**config.mk**
```make
export PLATFORM = sky130hd
export DESIGN_NAME = aes_mixcolumns_seq
export DESIGN_NICKNAME = d
export VERILOG_FILES = /design/src/rtl/aes_gf_pkg.sv /design/src/rtl/aes_mixcol_word.sv /design/src/rtl/aes_mixcolumns_seq.sv
export SDC_FILE = /design/constraint.sdc
export NUM_CORES = 1
export LEC_CHECK = 0
export CAP_MARGIN = 0
export CORE_MARGIN = 4
export CORE_UTILIZATION = 49
export CTS_BUF_LIST = sky130_fd_sc_hd__clkbuf_16
export DETAILED_ROUTE_END_ITERATION = 8
export GPL_TIMING_DRIVEN = 1
export MAX_ROUTING_LAYER = met4
export PLACE_DENSITY = 0.83
export SLEW_MARGIN = 25
export SYNTH_ARGS = -nofsm -noshare
export SYNTH_HDL_FRONTEND = slang
export SYNTH_SLANG_ARGS = --single-unit
```
**constraint.sdc**
```tcl
create_clock -name clk -period 5.5 [get_ports clk]
set_input_delay 1.1 -clock clk [delete_from_list [all_inputs] [get_ports clk]]
set_output_delay 1.1 -clock clk [all_outputs]
set_load 0.005 [all_outputs]
```
**src/rtl/aes_gf_pkg.sv**
```systemverilog
// GF(2^8) helpers and FSM state type shared by the AES MixColumns engine.
package aes_gf_pkg;

  // Low byte of the AES field polynomial x^8 + x^4 + x^3 + x + 1.
  localparam logic [7:0] AES_POLY = 8'h1b;

  typedef enum logic [1:0] {
    IDLE = 2'd0,
    BUSY = 2'd1,
    DONE = 2'd2
  } state_t;

  // Multiply by x (i.e. by 2) in GF(2^8).
  function automatic logic [7:0] xtime(input logic [7:0] x);
    return {x[6:0], 1'b0} ^ (x[7] ? AES_POLY : 8'h00);
  endfunction

  // Multiply by x+1 (i.e. by 3) in GF(2^8).
  function automatic logic [7:0] gf_mul3(input logic [7:0] x);
    return xtime(x) ^ x;
  endfunction

endpackage

```
**src/rtl/aes_mixcol_word.sv**
```systemverilog
// Combinational forward MixColumns of one 32-bit column (row 0 in the MSB byte).
module aes_mixcol_word
  import aes_gf_pkg::*;
(
  input  logic [31:0] col_in,
  output logic [31:0] col_out
);

  logic [7:0] a0, a1, a2, a3;

  assign a0 = col_in[31:24];
  assign a1 = col_in[23:16];
  assign a2 = col_in[15:8];
  assign a3 = col_in[7:0];

  assign col_out = {xtime(a0) ^ gf_mul3(a1) ^ a2 ^ a3,
                    a0 ^ xtime(a1) ^ gf_mul3(a2) ^ a3,
                    a0 ^ a1 ^ xtime(a2) ^ gf_mul3(a3),
                    gf_mul3(a0) ^ a1 ^ a2 ^ xtime(a3)};

endmodule

```
**src/rtl/aes_mixcolumns_seq.sv**
```systemverilog
// Sequential AES MixColumns engine: one state per handshake, LANES columns per clock,
// result held until accepted, optional per-block bypass for the final round.
module aes_mixcolumns_seq
  import aes_gf_pkg::*;
#(
  parameter int LANES = 1
) (
  input  logic         clk,
  input  logic         rst,
  input  logic         in_valid,
  output logic         in_ready,
  input  logic [127:0] in_data,
  input  logic         in_skip,
  output logic         out_valid,
  input  logic         out_ready,
  output logic [127:0] out_data
);

  localparam int BEATS = 4 / LANES;
  localparam int CNT_W = (BEATS > 1) ? $clog2(BEATS) : 1;
  localparam logic [CNT_W-1:0] LAST_BEAT = CNT_W'(BEATS - 1);

  if (LANES != 1 && LANES != 2 && LANES != 4) begin : g_bad_lanes
    $error("aes_mixcolumns_seq: LANES must be 1, 2 or 4");
  end

  state_t           state, state_next;
  logic [CNT_W-1:0] beat;
  logic [127:0]     work, work_mixed;
  int               col_base;
  logic [31:0]      lane_in  [LANES];
  logic [31:0]      lane_out [LANES];

  // With a single beat every lane maps to a fixed column, so keep the index constant.
  assign col_base = (BEATS > 1) ? int'(beat) * LANES : 0;

  for (genvar gi = 0; gi < LANES; gi++) begin : g_lane
    assign lane_in[gi] = work[127 - 32 * (col_base + gi) -: 32];

    aes_mixcol_word u_word (
      .col_in  (lane_in[gi]),
      .col_out (lane_out[gi])
    );
  end

  // Working register with the current beat's columns replaced by their mixed values.
  always_comb begin
    work_mixed = work;
    for (int i = 0; i < LANES; i++) begin
      work_mixed[127 - 32 * (col_base + i) -: 32] = lane_out[i];
    end
  end

  // State register.
  always_ff @(posedge clk or posedge rst) begin
    if (rst) state <= IDLE;
    else     state <= state_next;
  end

  // Next-state logic.
  always_comb begin
    state_next = state;
    case (state)
      IDLE:    if (in_valid) state_next = in_skip ? DONE : BUSY;
      BUSY:    if (beat == LAST_BEAT) state_next = DONE;
      DONE:    if (out_ready) state_next = IDLE;
      default: state_next = IDLE;
    endcase
  end

  // Capture the incoming state, then mix one group of columns per beat.
  always_ff @(posedge clk or posedge rst) begin
    if (rst) begin
      beat <= '0;
      work <= '0;
    end else begin
      case (state)
        IDLE: begin
          if (in_valid) begin
            work <= in_data;
            beat <= '0;
          end
        end
        BUSY: begin
          work <= work_mixed;
          if (beat != LAST_BEAT) beat <= beat + CNT_W'(1);
        end
        default: ;
      endcase
    end
  end

  // Handshake outputs depend on state alone; data is zero unless a result is presented.
  always_comb begin
    in_ready  = (state == IDLE);
    out_valid = (state == DONE);
    out_data  = (state == DONE) ? work : '0;
  end

endmodule

```
# Word level (Yosys, flattened, before mapping)
# Index checks and enable logic that the tools add are counted.
[classes]
add_sub_neg = 3
n_eq_ne = 8
reduce_logical = 5
bitwise_logic = 20
n_lt_le_gt_ge = 0
shift = 3
muxes = 16
div_mod_pow = 0
multipliers = 0
[ops]
columns = ["op", "n"]
rows = [
  ["128-bit two-way mux", 2],
  ["128-bit one-hot mux with 2 select lines", 1],
  ["32-bit by 33-bit variable shift with 159-bit output, first input constant", 1],
  ["159-bit by 8-bit variable part select with 32-bit output", 1],
  ["32-bit by 33-bit variable part select with 159-bit output", 1],
  ["8-bit bitwise XOR", 19],
  ["128-bit bitwise mux", 1],
  ["8-bit negator with 33-bit output", 1],
  ["5-bit two-way mux", 4],
  ["2-bit two-way mux", 6],
  ["2-bit inequality test, second input constant", 4],
  ["7-bit by 7-bit subtractor with 8-bit output, first input constant", 1],
  ["8-bit by 5-bit bitwise XOR with 8-bit output", 1],
  ["2-bit one-hot mux with 3 select lines", 1],
  ["3-bit AND reduction", 2],
  ["2-bit equality test, second input constant", 2],
  ["2-bit one-hot mux with 2 select lines", 1],
  ["2-bit by 1-bit adder with 2-bit output, second input constant", 1],
  ["2-bit by 1-bit equality test with 1-bit output, second input constant", 1],
  ["2-bit logical NOT", 1],
  ["2-bit by 1-bit inequality test with 1-bit output, second input constant", 1],
  ["2-bit AND reduction", 1],
  ["2-bit nonzero test", 1],
]
[word_totals]
mem_bits_ro = 0
in_bits = 133
memories = 0
out_inout_bits = 130
ramBits = 0
latch_bits = 0
regBits = 132

# Depth between registers and ports, before layout
[logic_depth]
word_depth = 11
ltp_mapped = 10
mapped_depth_nobuf = 6

# Hierarchy
# Synthesis repeated with hierarchy kept, for this count alone.
[unflattened]
hier_cells = 809
hier_area_um2 = 9985.8
[modules_own_cells]
columns = ["mod", "instances", "area_per_inst_um2", "cells_each"]
rows = [
  ["aes_mixcolumns_seq", 1, 8687.1, 734],
  ["aes_mixcol_word", 1, 1298.7, 75],
]

# Worst setup path before layout
# Ideal clock, no wire load.
[synth_timing]
path_kind = "register to register"
start = "register beat[0]"
end = "register work[126]"
arrival_time_ns = 2.285
stages_incl_launch_ff = 7
setup_time_ns = 0.090
synth_period_minus_slack_ns = 2.376
setup_slack_ns = 3.124
required_time_ns = 5.410
path_cell_list = "dfrtp_1 -> buf_6 -> buf_6 -> mux4_1 -> xor2_1 -> xor3_1 -> o221ai_1"
[synth_via]
elab_chain_len = 11
word_cells_on_any_way = 31
cone_classes = "2 x add/sub; 3 x shift; 6 x mux; 20 x bitwise"
[synth_lines]
columns = ["item", "line_no", "rtl"]
rows = [
  ["start: declaration", "aes_mixcolumns_seq.sv:28", "logic [CNT_W-1:0] beat;"],
  ["start signal: assignment", "aes_mixcolumns_seq.sv:86", "if (beat != LAST_BEAT) beat <= beat + CNT_W'(1);"],
  ["7-bit by 7-bit subtractor with 8-bit output (*)", "aes_mixcolumns_seq.sv:38, aes_mixcolumns_seq.sv:50", ""],
  ["159-bit by 8-bit variable part select with 32-bit output", "aes_mixcolumns_seq.sv:38", "assign lane_in[gi] = work[127 - 32 * (col_base + gi) -: 32];"],
  ["5-bit two-way mux", "aes_gf_pkg.sv:15", "return {x[6:0], 1'b0} ^ (x[7] ? AES_POLY : 8'h00);"],
  ["8-bit bitwise XOR / 8-bit by 5-bit bitwise XOR with 8-bit output (equally long branches)", "aes_gf_pkg.sv:15", ""],
  ["8-bit bitwise XOR", "aes_gf_pkg.sv:20", "return xtime(x) ^ x;"],
  ["8-bit bitwise XOR, on equally long branches (3 in series)", "aes_mixcol_word.sv:19, aes_mixcol_word.sv:16", ""],
  ["32-bit by 33-bit variable part select with 159-bit output", "aes_mixcolumns_seq.sv:50", "work_mixed[127 - 32 * (col_base + i) -: 32] = lane_out[i];"],
  ["128-bit bitwise mux (*)", "aes_mixcolumns_seq.sv:50", ""],
  ["128-bit one-hot mux with 2 select lines (*)", "aes_mixcolumns_seq.sv:77", "case (state)"],
  ["end signal: assignment", "aes_mixcolumns_seq.sv:80", "work <= in_data;"],
  ["end signal: assignment", "aes_mixcolumns_seq.sv:85", "work <= work_mixed;"],
  ["end: declaration", "aes_mixcolumns_seq.sv:29", "logic [127:0] work, work_mixed;"],
]
# Every way passes the cells marked *; elsewhere a longest branch is shown, timed or not.
# A chain may end at the register's enable or synchronous reset.

# Worst setup path after layout
[layout_timing]
start = "register state[1]"
end = "output port out_data[63]"
[layout_via]
elab_chain_len = 2
[layout_lines]
columns = ["item", "line_no", "rtl"]
rows = [
  ["start: declaration", "aes_mixcolumns_seq.sv:27", "state_t state, state_next;"],
  ["start signal: assignment", "aes_mixcolumns_seq.sv:57", "else state <= state_next;"],
  ["2-bit equality test", "aes_mixcolumns_seq.sv:97", "out_data = (state == DONE) ? work : '0;"],
  ["128-bit two-way mux", "aes_mixcolumns_seq.sv:97", ""],
  ["end: declaration", "aes_mixcolumns_seq.sv:16", "output logic [127:0] out_data"],
]
# Every way passes these cells.

==> key figures <==
Routing
  – Vias post-DR: approximately 8000
  – Drt total wl: around 29000 um
  – Vias/cell: a little over 6
  – Wire length per cell: 22.3 um
  – 1st-pass router iterations: 5
  – Drc violations: 0
  – ANT nets after route: 0
  – DRT iter0 DRCs: about 730

CTS
  – # resized after CTS: 0
  – CTS root buffer: clkbuf_16
  – CTS tree: built
  – H-tree depth: 4
  – Hold-fix buffer count after cts: 0
  – CTS max path bufs: 2
  – Number of buffers created by CTS: 17
  – Setup bufs post-CTS: 0
  – Clock Sinks: about 130
  – CTS clk-pin slew, worst paths: roughly 0.060 ns
  – Worst-Skew Late Latency: 0.42 ns

Place
  – Post-DP HPWL: approximately 21000 um
  – Port buffer count: approximately 260
  – GPL Wtd Cong: between 0.8 and 0.9
  – Post-Place Cells: 1289

Critical path
  – WP data arrival: between 2 and 3 ns
  – CP delay by family, top: buffers and inverters
  – Crit-path cells: nor2b_4 > buf_12 > buf_12 > and2_1 > clkdlybuf4s50_1
  – CP Launch Type: register
  – CP dominant cell by count: buf_12
  – Delay of the slowest cell on the worst path: between 0.5 and 0.6 ns
  – Critical path's slowest cell: dfrtp_1
  – Crit Path Max Fanout: between 60 and 70
  – Worst path buffer plus inverter count: 3
  – CP Capture Type: output pin
  – CP required: roughly 4.4 ns
  – WS Path Type: register to output pin

Global routing
  – Vias in the first global route: roughly 8000
  – Congestion Overflow GR: 0
  – Maximum number of pins on one net before global-route repair: 71
  – First-pass GRT wire length: ~46000 um
  – Initial antenna violation count: 0
  – Overall Global Routing Usage: 0.300

Timing
  – Endpoints failing setup: 0
  – Max Clk Rate: between 0.2 and 0.3 GHz
  – Final period util: 0.686
  – Tmin final: ~3.8 ns
  – Setup TNS: 0 ns
  – Clock skew: 0.00841 ns
  – Fin. max-slew vios: 0
  – Tightest Pin Transition: 1.02 ns
  – Final Hold Viols: 0
  – Slew Limit Headroom: 0.323
  – RSZ-0062 raised after global routing: no

Finish
  – Area grow syn2layout: 37.4%
  – Layout net count: roughly 1200
  – Fin cells: about 1300
  – Most frequent cells in the layout: clkdlybuf4s50_1 (262), nand2_1 (261), dfrtp_1 (130)
  – Most common cell after layout, fill and taps aside: clkdlybuf4s50_1
  – Share of layout cells above drive strength 1: 0.0732
  – Number of diodes: 0

Die
  – Die Y: around 140 um
  – Top Ports: approximately 260
  – Die width: around 140 um
  – DIE AREA: ~20000 sq um
  – FP Rows: between 40 and 50
  – Starting density of the core: 0.497
  – Core box area: approximately 18000 sq um

Synthesis
  – Synth warnings: 0
  – Sequential area share after synthesis: 0.371
  – Post-synth cell types: 31
  – Mapped Area: ~9000 sq um
  – Flops & latches, synth: about 130
  – Cell taking the most area after synthesis: dfrtp_1
  – Mapped Avg Cell Area: around 10 sq um
  – Syn Nets: between 1000 and 1500
  – Cell count after synthesis: 868
  – Top-area cell type share of the netlist area: 0.371
  – Top post-synthesis cells by area: dfrtp_1 (37%), o221ai_1 (13%), nand2_1 (11%)

Worst hold path
  – Type of the most critical hold path: register to register

Power
  – PD cells: between 800 and 900 nW/um^2
  – Worst VDD drop: between 600 and 700 uV
  – Leak: approximately 5.4 nW

Run
  – MaxCap Viol Count: 0

Run status
  – Outcome: completed
## cells in the mapped netlist (all sizes together)
master  instances
nor2b           1
inv             5
ha              4
xor2           11
a21o            4
and2          128
xnor2          17
dfrtp         132
o21ai           2
nor2            6
a22o            2
nand2b          2
clkbuf         68
a21oi           1
or4             2
nand2         261
mux2            2
buf            13
xnor3          40
o21bai          1
xor3            4
nand4           2
mux4           32
o221ai        128
## sequential cells by signal, summed over array words and instances, names as in the netlist
register  count
beat          2
state         2
work        128
## stage by stage
stage	hold WS (ns)	setup WS [ns]	cell area (sq um)	power, mW	util
global route	0.534	1.54	12200	10.8	0.683
global placement	0.480	1.92	11600	8.81	0.648
finish	0.507	1.73	12200	10.2	0.683
CTS	0.507	1.40	12200	10.2	0.682
floorplan	0.461	0.874	8900	6.81	-
detailed placement	0.490	1.86	11600	8.94	0.648
## layer usage
| metal | vias to the layer above | part of all wire | GRT usage |
|---|---|---|---|
| met1 | 3928 | 0.40 | 0.400 |
| met4 | 0 | 0.027 | 0.0920 |
| met2 | 492 | 0.48 | 0.471 |
| met5 | - | 0 | - |
| met3 | 66 | 0.093 | 0.0563 |
| li1 | 3553 | - | - |
## area by class of cell
| type | instances | area, sq um |
|---|---|---|
| well taps | 229 | 287 |
| clock buffers | 17 | 425 |
| repair buffers | 274 | 2750 |
| multi-input cells | 650 | 5260 |
| flip-flops and latches | 132 | 3310 |
| inverters | 5 | 21.3 |
| clock inverters | 15 | 179 |
| fillers | 1387 | 5670 |
## final timing paths
kind,depth (start not counted),slack [ns],to,from
worst max-delay path,5,1.73,out_data[63],state[1]
worst min-delay path,2,0.51,work[8],work[8]
worst max register to register,5,2.07,work[81],beat[0]
worst min register to register,2,0.51,work[8],work[8]
max in group asynchronous,3,3.43,work[111],rst
min in group asynchronous,2,1.19,work[62],rst
## report_power, final
group	switching [mW]	leakage (nW)	internal (mW)	total [mW]
Combinational	3.82	3.46	3.35	7.17
Clock	0.459	0.286	0.716	1.18
Sequential	0.444	1.66	1.44	1.88
Total	4.73	5.41	5.50	10.2
## worst register-to-register path, delay by kind of cell, from the launching register on
kind / cells / cell delay (ns)
compound gates: 1 / 0.25
xor+xnor: 2 / 0.92
buf+inv: 1 / 0.49
flops: 1 / 0.74
mux: 1 / 0.93
## logic make-up after synthesis
logic type,Yosys count,synth area share
compound gates,138,0.134
xor+xnor,72,0.151
fa+ha+maj,4,0.00562
buf+inv,86,0.0409
flops,132,0.371
mux,34,0.0898
simple gates,402,0.208
Note: power is estimated with default switching activity, not from simulation.
